<file path="config.mk">
export PLATFORM = sky130hd
export DESIGN_NAME = move_sequencer
export DESIGN_NICKNAME = d
export VERILOG_FILES = /design/src/rtl/move_sequencer.sv
export SDC_FILE = /design/constraint.sdc
export NUM_CORES = 1
export LEC_CHECK = 0
export BUFFER_PORTS_ARGS = -buffer_cell sky130_fd_sc_hd__buf_4
export CORE_ASPECT_RATIO = 2
export CORE_UTILIZATION = 35
export CTS_CLUSTER_DIAMETER = 100
export DETAILED_ROUTE_END_ITERATION = 6
export HOLD_SLACK_MARGIN = 0.15
export PLACE_DENSITY = 0.59
export SLEW_MARGIN = 10
export SYNTH_ARGS = -nofsm -noshare
export SYNTH_HDL_FRONTEND = slang
export SYNTH_SLANG_ARGS = --single-unit
</file>
<file path="constraint.sdc">
create_clock -name clk -period 2.6 [get_ports clk]
set_clock_uncertainty 0.15 [all_clocks]
set_input_delay 0.52 -clock clk [delete_from_list [all_inputs] [get_ports clk]]
set_output_delay 0.52 -clock clk [all_outputs]
set_load 0.01 [all_outputs]
</file>
<file path="src/rtl/move_sequencer.sv">
// move_sequencer: button-to-move controller with engine handshake, tile spawn search and game-over detection
module move_sequencer #(
    parameter int CELL_W      = 12,
    parameter int SPAWN_VALUE = 2,
    parameter int CNT_W       = 16
) (
    input  logic              clk,
    input  logic              rst_n,
    input  logic              btn_U,
    input  logic              btn_D,
    input  logic              btn_L,
    input  logic              btn_R,
    input  logic [3:0]        rand_idx,
    input  logic [15:0]       occ,
    input  logic              can_merge,
    output logic              eng_start,
    output logic [1:0]        eng_dir,
    input  logic              eng_done,
    input  logic              eng_changed,
    output logic              spawn_we,
    output logic [3:0]        spawn_idx,
    output logic [CELL_W-1:0] spawn_val,
    output logic              busy,
    output logic              game_over,
    output logic [CNT_W-1:0]  move_count
);
    typedef enum logic [3:0] {INIT, IDLE, START, WAIT_ENG, SCAN, SPAWN, SETTLE, CHECK, RELEASE, OVER} state_t;
    state_t state;
    logic [3:0] btn, prev, press, ptr, cnt;
    assign btn       = {btn_U, btn_D, btn_L, btn_R};
    assign press     = btn & ~prev;
    assign spawn_val = CELL_W'(SPAWN_VALUE);
    assign busy      = state != IDLE && state != OVER;
    always_ff @(posedge clk) begin
        if (!rst_n) begin
            state      <= INIT;
            eng_start  <= 1'b0;
            eng_dir    <= 2'b00;
            spawn_we   <= 1'b0;
            spawn_idx  <= 4'd0;
            game_over  <= 1'b0;
            move_count <= '0;
            prev       <= 4'd0;
            ptr        <= 4'd0;
            cnt        <= 4'd0;
        end else begin
            prev      <= btn;
            eng_start <= 1'b0;
            spawn_we  <= 1'b0;
            case (state)
                INIT: begin
                    ptr   <= rand_idx;
                    cnt   <= 4'd0;
                    state <= SCAN;
                end
                IDLE: if (|press) begin
                    eng_dir   <= press[3] ? 2'b00 : press[2] ? 2'b01 : press[1] ? 2'b10 : 2'b11;
                    eng_start <= 1'b1;
                    state     <= START;
                end
                START: state <= WAIT_ENG;
                WAIT_ENG: if (eng_done) begin
                    if (eng_changed) begin
                        move_count <= &move_count ? move_count : move_count + CNT_W'(1);
                        ptr        <= rand_idx;
                        cnt        <= 4'd0;
                        state      <= SCAN;
                    end else
                        state <= CHECK;
                end
                // cnt==15 on an occupied cell means all 16 cells have been tested
                SCAN: if (!occ[ptr]) begin
                    spawn_idx <= ptr;
                    spawn_we  <= 1'b1;
                    state     <= SPAWN;
                end else if (cnt == 4'd15)
                    state <= CHECK;
                else begin
                    ptr <= ptr + 4'd1;
                    cnt <= cnt + 4'd1;
                end
                SPAWN:  state <= SETTLE;
                SETTLE: state <= CHECK;
                CHECK: if (&occ && !can_merge) begin
                    game_over <= 1'b1;
                    state     <= OVER;
                end else
                    state <= RELEASE;
                RELEASE: if (btn == 4'd0) state <= IDLE;
                OVER:    state <= OVER;
                default: state <= INIT;
            endcase
        end
    end
endmodule

</file>
==> impl_results.md, run 1 <==
* RSZ-0062 raised after global routing: no
* Cts repair resizes at 0
* Synthesized area at 2440 um^2
* Post-synth EDFFs at 0
* Yosys top cell area share at 33.6%
* Crit path launch type: register
* Peak supply drop at 591 uV
* Number of top-level pins at 67
* # fillers at 692
* Initial DRC Count at 94
* Seq/Total Area, Yosys at 33.6%
* DIE AREA at 7330 um^2
* Hold Path Class: register to register
* Die Wd at 61.1 um
* Worst setup EP type: register
* R2R cell count at 6
* Starting Density at 36.6%
* Share of post-route cells with drive strength above 1 at 23.6%
* Later-pin clock latency in the skew report at 0.28 ns
* FF-to-FF Start: ptr[0]
* Area Growth Syn to Fin at 23.6%
* CTS buffer count at 5
* Power per cell area at 779 nW/um^2
* Gr busiest metal: met2
* Cells after Synth at 289
* CP endpoint: cnt[3]
* Final Hold Fails at 0
* First-pass GRT wire length at 10200 um
* Die H at 120 um
* Slew headroom at 59.8%
* Final Core Density at 45.2%
* YS warnings at 0
* Flop2flop setup slack at 0.30 ns
* Final Instance Area at 3020 um^2
* Slew @ Worst Pin at 0.587 ns
* CTS Buffer Depth at 2
* WL per Instance at 14.6 um
* Post-DP HPWL at 4770 um
* Clock Sinks at 41
* GR Util met3 at 2.80%
* Port Buf Inserts at 54
* Vias at 2296
* Fmax at 434 MHz
* GR Overflow Total at 0
* Largest net degree at the start of global routing at 27
* Root Buffer: clkbuf_16
* Netlist cell types at 61
* Kind of critical path: register to register
* Clock slew at the register clock pins of the worst setup and hold paths at 0.06 ns
* Critical Path RT at 2.66 ns
* DRT Pass-1 Iters at 4
* Primary FF master, synth: dfxtp_1
* Total wire length at 6280 um
* Leak Pwr at 1.16 nW
* Critical-path maximum fanout at 14
* Most frequent cell after synthesis: dfxtp_1
* Setup WS post-layout at 0.297 ns
* CTS tree: done
* Outcome: complete, no violations
* Fin Setup TNS at 0 ns
* Crit path from: ptr[0]
* Synthesized flop and latch total at 41
* Yosys top cell by area: dfxtp_1
* Synth async-reset ratio at 0%
* Initial antenna violation count at 0
* Fin crit period at 2.30 ns
* Vias per cell at 5.33
* Core Area at 6670 um^2
* Clock H-tree levels at 2
* Max_cap viols at 0
* Pins Over Slew Limit at 0
* Data arrival, critical path at 2.37 ns
* Number of global-route vias before repair at 2275
* Setup violations, final at 0
* Drt drc at 0
* Setup Fix Bufs, Post-CTS at 0
* Final period utilization at 88.6%
* Top post-synthesis cells by area: dfxtp_1, mux2i_1, xnor2_1
* GR Util met1 at 18.0%
* Post-DP Area at 2870 um^2
* Post-CTS Hold Fix Bufs at 0
* FF-to-FF End: cnt[3]
* Mean Syn Cell Area at 8.45 um^2
* Antenna viol nets, final at 0
* Placement Rows at 42
* Total Nets Final at 374
* GRT Util Overall at 18.3%
* DP Worst Slack at 0.296 ns
* Met2 Track Usage GR at 35.0%
* Final RePlAce weighted congestion at 0.868
* Antenna diode count at 0
* Synth top cells by count: dfxtp_1, nand2_1, nor2_1, mux2i_1, xnor2_1
sequential cells by signal, indices dropped and copies added, names as in the netlist:
signal      flops
cnt             4
spawn_idx       4
move_count     16
prev            4
ptr             4
eng_start       1
state           4
spawn_we        1
game_over       1
eng_dir         2
worst min path at each step:
stage | to | startpoint | depth (start not counted)
after floorplan | cnt[1] | cnt[1] | 2
after global placement | game_over | game_over | 2
after detailed placement | game_over | game_over | 2
after CTS | game_over | game_over | 2
after global routing | prev[3] | btn_U | 2
final | game_over | game_over | 2
critical path, stage by stage, from the launching register on:
cell	delay (ns)
dfxtp_1	0.64
mux2i_1	0.19
a221oi_1	0.32
a32oi_1	0.08
buf_4	0.21
or4_1	0.47
a31oi_1	0.16
area by class of cell:
class	instances	area (um^2)	share of cell area, %
Clock buffer	5	125	4.15
Tap cell	88	110	3.65
Inverter	9	33.8	1.12
Multi-Input combinational cell	222	1440	47.6
Timing Repair Buffer	63	473	15.7
Sequential cell	41	821	27.2
Clock inverter	3	17.5	0.581
power breakdown:
part	switching, W	internal [W]
Clock	0.000253	0.000352
Combinational	0.000496	0.000400
Sequential	0.000142	0.000706
Total	0.000891	0.00146
stage by stage:
stage | hold WS (ns) | power, W | std cells
after detailed placement | 0.294 | 0.00174 | 423
after floorplan | 0.303 | 0.00152 | 299
after global placement | 0.291 | 0.00174 | 423
final | 0.300 | 0.00235 | 431
after CTS | 0.302 | 0.00236 | 431
after global routing | 0.307 | 0.00250 | 431
per-layer routing:
| metal | part of all wire, % | vias up | wire, um |
|---|---|---|---|
| met4 | 2.7 | 0 | 171 |
| li1 | - | 1136 | - |
| met1 | 37 | 1090 | 2300 |
| met3 | 3.1 | 13 | 192 |
| met5 | 0 | - | 0 |
| met2 | 58 | 57 | 3610 |
placed cells by master, fill, tap and decap left out, types with 2 or more instances in the layout:
master,count
ha_1,3
a221oi_2,2
nor2_1,24
a21boi_0,2
nor2b_1,3
a21oi_1,10
nor4_1,4
and3_1,2
or4_1,5
nor3b_1,2
nand3b_1,3
inv_1,9
and3b_1,2
nand2_1,27
mux2i_1,14
dfxtp_1,41
o211ai_1,5
or3_1,5
nand4_1,11
nor4b_1,5
nor3_1,9
clkinv_2,2
nand3_1,10
and2_1,7
o22ai_1,2
a22oi_1,2
clkbuf_16,5
xnor2_1,14
and4_1,2
conb_1,12
o21ai_0,6
buf_4,63
a31oi_1,4
kinds of logic after synthesis:
logic type | synth area share (%)
compound gates | 15.0
xor+xnor | 5.02
fa+ha+maj | 1.54
buf+inv | 9.07
flops | 33.6
mux | 5.74
other cells | 0.308
simple gates | 29.7
No activity file was read; power rests on OpenSTA's default activity.
==> inputs of run 2 (changes only) <==
Settings changed: CTS_CLUSTER_DIAMETER 100 to unset, GPL_TIMING_DRIVEN set to 0.
==> impl_results.md, run 2 (synthesized netlist as in run 1, its figures left out) <==
* Port Buf Inserts at 53 (-1.9%)
* Final period utilization at 87.9% (-0.67 points)
* Initial DRC Count at 71 (-24%)
* DIE AREA at 7330 um^2 (unchanged)
* Antenna diode count at 0 (unchanged)
* First-pass GRT wire length at 10400 um (+1.4%)
* Vias at 2344 (+2.1%)
* Drt drc at 0 (unchanged)
* Biggest register: move_count
* Largest net degree at the start of global routing at 13 (-52%)
* CTS tree: done
* Critical-path maximum fanout at 10 (-4)
* Die Wd at 61.1 um (unchanged)
* Root Buffer: clkbuf_16
* GRT Util Overall at 18.6% (+0.26 points)
* Leak Pwr at 1.24 nW (+6.3%)
* Slew headroom at 37.3% (-23 points)
* Die H at 120 um (unchanged)
* CTS buffer count at 5 (unchanged)
* Later-pin clock latency in the skew report at 0.28 ns (about the same)
* Critical Path RT at 2.62 ns (-0.04 ns)
* Total Nets Final at 391 (+4.5%)
* Fin Setup TNS at 0 ns (unchanged)
* Max FFs per register at 16 (unchanged)
* Cts repair resizes at 0 (unchanged)
* Power per cell area at 791 nW/um^2 (+1.6%)
* Final Hold Fails at 0 (unchanged)
* Pins Over Slew Limit at 0 (unchanged)
* # fillers at 698 (+0.87%)
* Slew @ Worst Pin at 0.938 ns (+0.351 ns)
* Outcome: complete, no violations
* WL per Instance at 14.4 um (-0.89%)
* Area of the multi-input gates at 1440 um^2 (unchanged)
* Most common cell after layout, fill and taps aside: buf_4
* Peak supply drop at 541 uV (-8.5%)
* Kind of critical path: register to register
* Setup violations, final at 0 (unchanged)
* Total wire length at 6460 um (+2.8%)
* Fmax at 438 MHz (+0.77%)
* Antenna viol nets, final at 0 (unchanged)
* RSZ-0062 raised after global routing: no
* Final RePlAce weighted congestion at 0.878 (+1.1%)
* Hold Path Class: register to register
* Starting Density at 36.6% (unchanged)
* Data arrival, critical path at 2.30 ns (-0.07 ns)
* Placement Rows at 42 (unchanged)
* Clock H-tree levels at 2 (unchanged)
* Number of global-route vias before repair at 2249 (-1.1%)
* Initial antenna violation count at 0 (unchanged)
* Area Growth Syn to Fin at 28.9%
* Number of top-level pins at 67 (unchanged)
* Setup Fix Bufs, Post-CTS at 0 (unchanged)
* Clock slew at the register clock pins of the worst setup and hold paths at 0.06 ns (about the same)
* Max_cap viols at 0 (unchanged)
* Share of post-route cells with drive strength above 1 at 24.8% (+1.2 points)
* Clock Sinks at 41 (unchanged)
* Seq. cell area at 821 um^2 (unchanged)
* DP Worst Slack at 0.252 ns (-0.0440 ns)
* Post-CTS Hold Fix Bufs at 0 (unchanged)
* Worst setup EP type: register
* Fin crit period at 2.29 ns (-0.0175 ns)
* Crit path launch type: register
* Vias per cell at 5.24 (-1.6%)
* Post-DP HPWL at 5050 um (+5.8%)
* Most frequent cells in the layout: buf_4, dfxtp_1, nand2_1
* DRT Pass-1 Iters at 4 (unchanged)
* Setup WS post-layout at 0.314 ns (+0.0175 ns)
* CTS Buffer Depth at 2 (unchanged)
* GR Overflow Total at 0 (unchanged)
* Core Area at 6670 um^2 (unchanged)
## run 2: changes by cell type in the layout (fill, tap and decap cells not counted), sizes merged
cell,previous run,this run
buf,63,69
clkinvlp,1,0
bufinv,0,1
clkbuf,5,16
clkinv,2,1
## run 2: final cells by class
cell class              count  area share (%)
multi-input cells         222            45.6
flip-flops and latches     41            26.1
repair buffers             53            12.6
plain buffers              27            5.96
clock buffers               5            3.98
well taps                  88            3.50
clock inverters             2            1.11
inverters                   9            1.07
## run 2: power breakdown
group	total, W	internal [W]	switching [W]
Sequential	0.000781	0.000706	0.0000749
Clock	0.000683	0.000445	0.000238
Combinational	0.00102	0.000443	0.000581
## run 2: critical path: stages (launching register included)
cell and delay [ns]:
dfxtp_1 0.36, buf_6 0.18, mux2i_1 0.25, a22oi_2 0.12
a32oi_1 0.45, clkbuf_8 0.28, nor2_2 0.06, o41ai_2 0.31
## run 2: metrics by stage
stage               instances  util [%]  hold WS [ns]  total power, W  instance area (um^2)
CTS                       447      47.2         0.300         0.00250                  3150
floorplan                 299         -         0.303         0.00152                  2480
finish                    447      47.2         0.298         0.00249                  3150
global route              447      47.2         0.327         0.00262                  3150
global placement          440      44.8         0.288         0.00180                  2990
detailed placement        440      44.8         0.291         0.00181                  2990
## run 2: path summary, 6_finish.rpt
kind,start,to,slack (ns),depth (start not counted)
setup / recovery,ptr[1],state[1],0.31,7
hold / removal,game_over,game_over,0.30,2
setup reg to reg,ptr[1],state[1],0.31,7
hold reg to reg,game_over,game_over,0.30,2
## run 2: routing by layer
layer | track usage [%] | up-vias | wire length (um)
met1 | 18.6 | 1096 | 2350
li1 | - | 1167 | -
met4 | 8.10 | 0 | 179
met2 | 34.9 | 70 | 3690
met5 | 0 | - | 0
met3 | 3.13 | 11 | 234
